**src/rtl/chunked_adder.sv**
```systemverilog
// Multi-cycle adder/subtractor: processes CHUNK bits per clock, LSB chunk first,
// with a valid/ready handshake on both operand and result sides.
module chunked_adder #(
  parameter int unsigned WIDTH = 32,
  parameter int unsigned CHUNK = 8
) (
  input  logic             clk,
  input  logic             reset,
  input  logic             in_valid,
  output logic             in_ready,
  input  logic [WIDTH-1:0] a,
  input  logic [WIDTH-1:0] b,
  input  logic             sub,
  output logic             out_valid,
  input  logic             out_ready,
  output logic [WIDTH-1:0] y,
  output logic             carry,
  output logic             overflow,
  output logic             zero
);

  // Guard against CHUNK == 0 so the illegal-parameter check below is what reports it.
  localparam int unsigned N       = (CHUNK == 0) ? 1 : WIDTH / CHUNK;
  localparam int unsigned CntW    = (N > 1) ? $clog2(N) : 1;
  localparam logic [CntW-1:0] LastCnt = CntW'(N - 1);

  if (CHUNK < 1 || CHUNK > WIDTH || (WIDTH % CHUNK) != 0) begin : g_bad_params
    $error("chunked_adder: CHUNK must be in 1..WIDTH and divide WIDTH");
  end

  typedef enum logic [1:0] {StIdle, StBusy, StDone} state_e;

  state_e            state_q, state_d;
  logic [CntW-1:0]   cnt_q, cnt_d;
  logic [WIDTH-1:0]  a_q, a_d;
  logic [WIDTH-1:0]  b_q, b_d;       // already inverted for subtraction
  logic              c_q, c_d;       // running inter-chunk carry
  logic [WIDTH-1:0]  y_q, y_d;
  logic              carry_q, carry_d;
  logic              overflow_q, overflow_d;
  logic              zero_q, zero_d;

  logic [CHUNK-1:0]  a_chunk, b_chunk;
  logic [CHUNK:0]    chunk_sum;

  // Select the active chunk of each captured operand and add it with the running carry.
  always_comb begin
    a_chunk = '0;
    b_chunk = '0;
    for (int unsigned i = 0; i < N; i++) begin
      if (cnt_q == CntW'(i)) begin
        a_chunk = a_q[i*CHUNK +: CHUNK];
        b_chunk = b_q[i*CHUNK +: CHUNK];
      end
    end
    chunk_sum = {1'b0, a_chunk} + {1'b0, b_chunk} + {{CHUNK{1'b0}}, c_q};
  end

  // Next-state logic for the IDLE/BUSY/DONE sequencer and the datapath registers.
  always_comb begin
    state_d    = state_q;
    cnt_d      = cnt_q;
    a_d        = a_q;
    b_d        = b_q;
    c_d        = c_q;
    y_d        = y_q;
    carry_d    = carry_q;
    overflow_d = overflow_q;
    zero_d     = zero_q;

    unique case (state_q)
      StIdle: begin
        if (in_valid) begin
          a_d        = a;
          b_d        = b ^ {WIDTH{sub}};
          c_d        = sub;
          cnt_d      = '0;
          y_d        = '0;
          carry_d    = 1'b0;
          overflow_d = 1'b0;
          zero_d     = 1'b0;
          state_d    = StBusy;
        end
      end
      StBusy: begin
        for (int unsigned i = 0; i < N; i++) begin
          if (cnt_q == CntW'(i)) begin
            y_d[i*CHUNK +: CHUNK] = chunk_sum[CHUNK-1:0];
          end
        end
        c_d   = chunk_sum[CHUNK];
        cnt_d = cnt_q + CntW'(1);
        if (cnt_q == LastCnt) begin
          carry_d    = chunk_sum[CHUNK];
          // Signed overflow: like-signed operands produced an opposite-signed result.
          overflow_d = (a_q[WIDTH-1] == b_q[WIDTH-1]) && (y_d[WIDTH-1] != a_q[WIDTH-1]);
          zero_d     = (y_d == '0);
          state_d    = StDone;
        end
      end
      StDone: begin
        if (out_ready) begin
          state_d = StIdle;
        end
      end
      default: state_d = StIdle;
    endcase
  end

  // State and datapath registers with synchronous reset.
  always_ff @(posedge clk) begin
    if (reset) begin
      state_q    <= StIdle;
      cnt_q      <= '0;
      a_q        <= '0;
      b_q        <= '0;
      c_q        <= 1'b0;
      y_q        <= '0;
      carry_q    <= 1'b0;
      overflow_q <= 1'b0;
      zero_q     <= 1'b0;
    end else begin
      state_q    <= state_d;
      cnt_q      <= cnt_d;
      a_q        <= a_d;
      b_q        <= b_d;
      c_q        <= c_d;
      y_q        <= y_d;
      carry_q    <= carry_d;
      overflow_q <= overflow_d;
      zero_q     <= zero_d;
    end
  end

  // Handshake and result outputs straight from state.
  always_comb begin
    in_ready  = (state_q == StIdle);
    out_valid = (state_q == StDone);
    y         = y_q;
    carry     = carry_q;
    overflow  = overflow_q;
    zero      = zero_q;
  end

endmodule

```
**config.mk**
```make
export PLATFORM = sky130hd
export DESIGN_NAME = chunked_adder
export DESIGN_NICKNAME = d
export VERILOG_FILES = /design/src/rtl/chunked_adder.sv
export SDC_FILE = /design/constraint.sdc
export NUM_CORES = 1
export LEC_CHECK = 0
export CAP_MARGIN = 10
export CORE_UTILIZATION = 43
export CTS_BUF_LIST = sky130_fd_sc_hd__clkbuf_2
export DETAILED_ROUTE_END_ITERATION = 10
export GPL_TIMING_DRIVEN = 0
export HOLD_SLACK_MARGIN = 0.12
export PLACE_DENSITY = 0.69
export REMOVE_ABC_BUFFERS = 1
export SLEW_MARGIN = 10
export SYNTH_ARGS = -nofsm -noshare
export SYNTH_HDL_FRONTEND = slang
export SYNTH_SLANG_ARGS = --single-unit
```
**constraint.sdc**
```tcl
create_clock -name clk -period 7 [get_ports clk]
set_clock_uncertainty 0.15 [all_clocks]
set_input_delay 1.4 -clock clk [delete_from_list [all_inputs] [get_ports clk]]
set_output_delay 1.4 -clock clk [all_outputs]
set_load 0.02 [all_outputs]
```
Word level (Yosys, flattened, before mapping)
Index checks and enable logic that the tools add are counted.
- register bits after elaboration: 104
- bits of input ports: 69
- logic and storage cells: 65
- add/subtract/negate cells: 3
- equality and inequality tests: 10
- muxes and demuxes: 33
- bitwise operators: 1
- reductions and logical operators: 9
- operators with widths (kind ; count):
    $mux W8 ; 16
    $pmux W32 S2 ; 1
    $logic_not A32 Y1 ; 1
    $mux W32 ; 1
    $xor A32 B32 Y32 ; 1
    $add A8 B8 Y9 ; 1
    $add A9 B1 Y9 ; 1
    $mux W2 ; 4
    $pmux W1 S2 ; 4
    $eq A2 B2 Y1 const B ; 3
    $pmux W2 S3 ; 1
    $reduce_and A3 Y1 ; 2
    $mux W1 ; 5
    $eq A2 B1 Y1 const B ; 2
    $logic_not A2 Y1 ; 2
    $ne A2 B2 Y1 const B ; 2
    $pmux W2 S2 ; 1
    $reduce_and A2 Y1 ; 2
    $add A2 B1 Y2 const B ; 1
    $ne A2 B1 Y1 const B ; 1
    $reduce_bool A2 Y1 ; 1
    $eq A1 B1 Y1 ; 1
    $logic_and A1 B1 Y1 ; 1
    $ne A1 B1 Y1 ; 1

Depth between registers and ports, before layout
- depth after elaboration: 13
- mapped depth: 16
- gate-level depth less buffers: 14

Least setup slack after synthesis
No wires, ideal clock.
- kind: flip-flop to flip-flop
- start point: reg cnt_q[0]
- end point: reg zero_q, in the netlist zero
- data arrival time: 3.451 ns
- required time: 6.766 ns
- slack: 3.315 ns
- cell stages (with the launch flop): 16
- path buffers: 2
- period minus slack after synthesis: 3.685 ns
- cell sequence: dfxtp_1 ha_1 clkbuf_1 clkbuf_1 nand2_1 a21oi_1 a21oi_1 o21ai_0 fa_1 inv_1 fa_1 nand2b_1 a211oi_2 nor3_1 or4_1 o31ai_2
- cells in the longest elaborated chain, start to end: 12
- RTL lines (item ; line ; RTL):
    start: declaration ; 34 ; logic [CntW-1:0] cnt_q, cnt_d;
    start signal: assignment ; 124 ; cnt_q <= cnt_d;
    $logic_not A2 Y1 ; 51, 87 ;
    $mux W8 (4 in series) ; 51 ; if (cnt_q == CntW'(i)) begin
    $add A8 B8 Y9 ; 56 ; chunk_sum = {1'b0, a_chunk} + {1'b0, b_chunk} + {{CHUNK{1'b0}}, c_q};
    $add A9 B1 Y9 ; 56 ;
    $mux W8 ; 87 ; if (cnt_q == CntW'(i)) begin
    $mux W8 ; 71 ; unique case (state_q)
    $logic_not A32 Y1 ; 97 ; zero_d = (y_d == '0);
    $mux W1 ; 93 ; if (cnt_q == LastCnt) begin
    $pmux W1 S2 ; 71 ;
    end signal: assignment ; 131 ; zero_q <= zero_d;
    end: declaration ; 41 ; logic zero_q, zero_d;
Several ways; a longest one is shown, not always the timed one. The select of a mux whose other input is x is not followed.
A chain may end at the register's enable or synchronous reset.

Worst setup path after layout
Same ends and word-level chain as after synthesis.

==> results.sh <==
export IMPL_synth_top_area_share=0.416
export IMPL_vias=4573
export IMPL_dieArea_um2=12100
export IMPL_place_ws_ns=2.36
export IMPL_worstHoldPathType="register to register"
export IMPL_p_seq_frac=0.551
export IMPL_leakage_nw=2.19
export IMPL_min_period_over_period=0.647
export IMPL_grt_pass1_vias=4018
export IMPL_p_int_uw=798
export IMPL_cts_buffers=9
export IMPL_rows=39
export IMPL_fp_dieW_um=110
export IMPL_firstDrtPassIters=4
export IMPL_design_area_um2=6230
export IMPL_initial_core_util=0.440
export IMPL_total_power_mw=1.17
export IMPL_cts_tree="built"
export IMPL_ys_top_cells_by_count="dfxtp_1 (104), nand2_1 (103), a21oi_1 (81)"
export IMPL_arrival_ns=4.91
export IMPL_antenna_found_initial=0
export IMPL_grt_max_degree=54
export IMPL_initialDrtViolationCount=276
export IMPL_cts_clk_slew_worst_paths_ns=0.27
export IMPL_rsz0062_at_grt="false"
export IMPL_area_growth_pct=24.4
export IMPL_postPlaceCellArea_um2=6130
export IMPL_ys_seq_elements=104
export IMPL_worstMarginPinSlew_ns=1.10
export IMPL_yosysTopAreaCell="dfxtp_1"
export IMPL_clkSinkCount=104
export IMPL_hold_buffers=0
export IMPL_wirelength_mm=12.3
export IMPL_cp_end_kind="register"
export IMPL_diodes=0
export IMPL_remaining_drc_errors=0
export IMPL_cts_root_buf="clkbuf_2"
export IMPL_final_setup_viol_count=0
export IMPL_grt_overflow_total=0
export IMPL_path_class="register to register"
export IMPL_startpoint_type="register"
export IMPL_hold_viol_final=0
export IMPL_syn_area_um2=5010
export IMPL_grt_usage=0.206
export IMPL_post_cts_buffers=0
export IMPL_drive_gt1_frac=0.0540
export IMPL_path_max_fanout=26
export IMPL_place_gp_congestion=0.782
export IMPL_clockBufferDepth=2
export IMPL_yosysSeqAreaShare=0.416
export IMPL_dp_hpwl_mm=8.66
export IMPL_fillCellCount=1118
export IMPL_antenna_left=0
export IMPL_irDropWorstVdd_v=0.000108
export IMPL_synth_edf_count=0
export IMPL_synth_area_leaders="dfxtp_1 (42%), a21oi_1 (8.1%), nand2_1 (7.7%), xnor2_1 (5.9%), nor2_1 (5.5%)"
export IMPL_yosys_cell_types_count=46
export IMPL_power_density_nw_per_um2=189
export IMPL_slew_violations=0
export IMPL_core_um2=11400
export IMPL_grt_pass1_wl_mm=19.3
export IMPL_power_switching_uw=376
export IMPL_port_buffers=105
export IMPL_vias_per_cell=5.40
export IMPL_cts_resized=0
export IMPL_htreeDepth=3
export IMPL_synthFlopType="dfxtp_1"
export IMPL_clk_latency_ns=0.58
export IMPL_swShare=0.320
export IMPL_critPathRequiredTime_ns=7.38
export IMPL_combPwrFrac=0.241
export IMPL_fmax_mhz=221
export IMPL_slew_limit_headroom=0.269
export IMPL_ios=106
export IMPL_min_period_ns=4.53
export IMPL_synth_most_common_cell="dfxtp_1"
export IMPL_layout_setup_ws_ns=2.47
export IMPL_cap_viol_max_count=0
export IMPL_status="finished clean"
export IMPL_yosys_warnings=0
export IMPL_syn_avg_cell_area_um2=8.02
export IMPL_multi_input_area_um2=2710
export IMPL_wl_per_cell_um=14.6
export IMPL_synthArstFlopShare=0
export IMPL_netlist_instances=624
export IMPL_clockPowerShare=0.208
export IMPL_seq_area_um2=2080
export IMPL_tns_ns=0
export IMPL_fin_nets=781
export IMPL_die_height_um=110
[critical path: stages, from the launching register on]
cell	delay, ns
dfxtp_1	0.42
inv_1	0.11
ha_1	0.89
nand3b_1	0.14
a21oi_1	0.18
a21oi_1	0.08
o21ai_0	0.36
fa_1	0.29
inv_1	0.06
fa_1	0.38
nand2b_1	0.20
a21oi_1	0.18
xnor2_1	0.21
or4_1	0.60
o31ai_2	0.22
[layout by cell type, fill, tap and decap left out, drive strengths merged, types with 2 or more instances in the layout]
cell type,synthesis,routed
xnor2,34,34
inv,8,8
nor4,4,4
clkbuf,42,10
o21ai,23,23
a31o,2,2
nand3,5,5
xor2,2,2
a32o,4,4
nand2b,2,2
nor2b,4,4
nor3,5,5
nor2,74,74
clkinvlp,0,2
a22o,4,4
clkdlybuf4s50,0,103
ha,11,11
or4,4,4
nor3b,2,2
fa,2,2
nand2,104,104
a211o,2,2
a32oi,10,10
buf,8,11
nand4,3,3
a21oi,81,81
dfxtp,104,104
a21o,3,3
a22oi,12,12
clkinv,0,4
a211oi,35,35
nand3b,17,17
[through the flow]
| stage | util | hold WS, ns | std cells |
|---|---|---|---|
| after floorplan | - | 0.280 | 574 |
| after global placement | 0.531 | 0.293 | 822 |
| after detailed placement | 0.540 | 0.297 | 831 |
| after CTS | 0.547 | 0.324 | 847 |
| after global routing | 0.548 | 0.338 | 847 |
| final | 0.548 | 0.322 | 847 |
[path summary, 6_finish.rpt]
check	to	slack [ns]	depth (start not counted)	start
setup / recovery	zero	2.47	14	cnt_q[0]
hold / removal	a_q[26]	0.32	2	a_q[26]
setup reg to reg	zero	2.47	14	cnt_q[0]
hold reg to reg	a_q[26]	0.32	2	a_q[26]
[metal layers]
metal,vias to the layer above,GRT usage,share of wire
li1,2331,-,-
met1,2099,0.274,0.46
met2,133,0.342,0.47
met3,10,0.0308,0.051
met4,0,0.0638,0.012
met5,-,0,0
[cell type report]
cell class	instances	share of cell area
flip-flops and latches	104	0.334
clock inverters	6	0.00583
repair buffers	114	0.184
clock buffers	10	0.00804
well taps	143	0.0287
multi-input cells	462	0.434
inverters	8	0.00482
[state kept, by name, summed over array words and instances, names as in the netlist]
name,cells
a_q,32
b_q,32
y,32
cnt_q,2
state_q,2
c_q,1
carry,1
overflow,1
zero,1
[power groups by stage]
stage                     Sequential [mW]  Clock, mW  Combinational, mW
after floorplan                     0.659          0              0.167
after global placement              0.657          0              0.280
after detailed placement            0.658          0              0.281
after CTS                           0.647      0.249              0.282
after global routing                0.653      0.276              0.308
final                               0.647      0.244              0.283
[cells by family after synthesis]
kind of cell / count (synthesis) / share of synthesized area
AO/OA/AOI/OAI: 184 / 0.234
XOR/XNOR: 36 / 0.0630
adder cells (fa/ha/maj): 13 / 0.0355
buffers and inverters: 58 / 0.0467
flip-flops: 104 / 0.416
AND/OR/NAND/NOR: 229 / 0.204
Power figures use the tool's default switching activity.
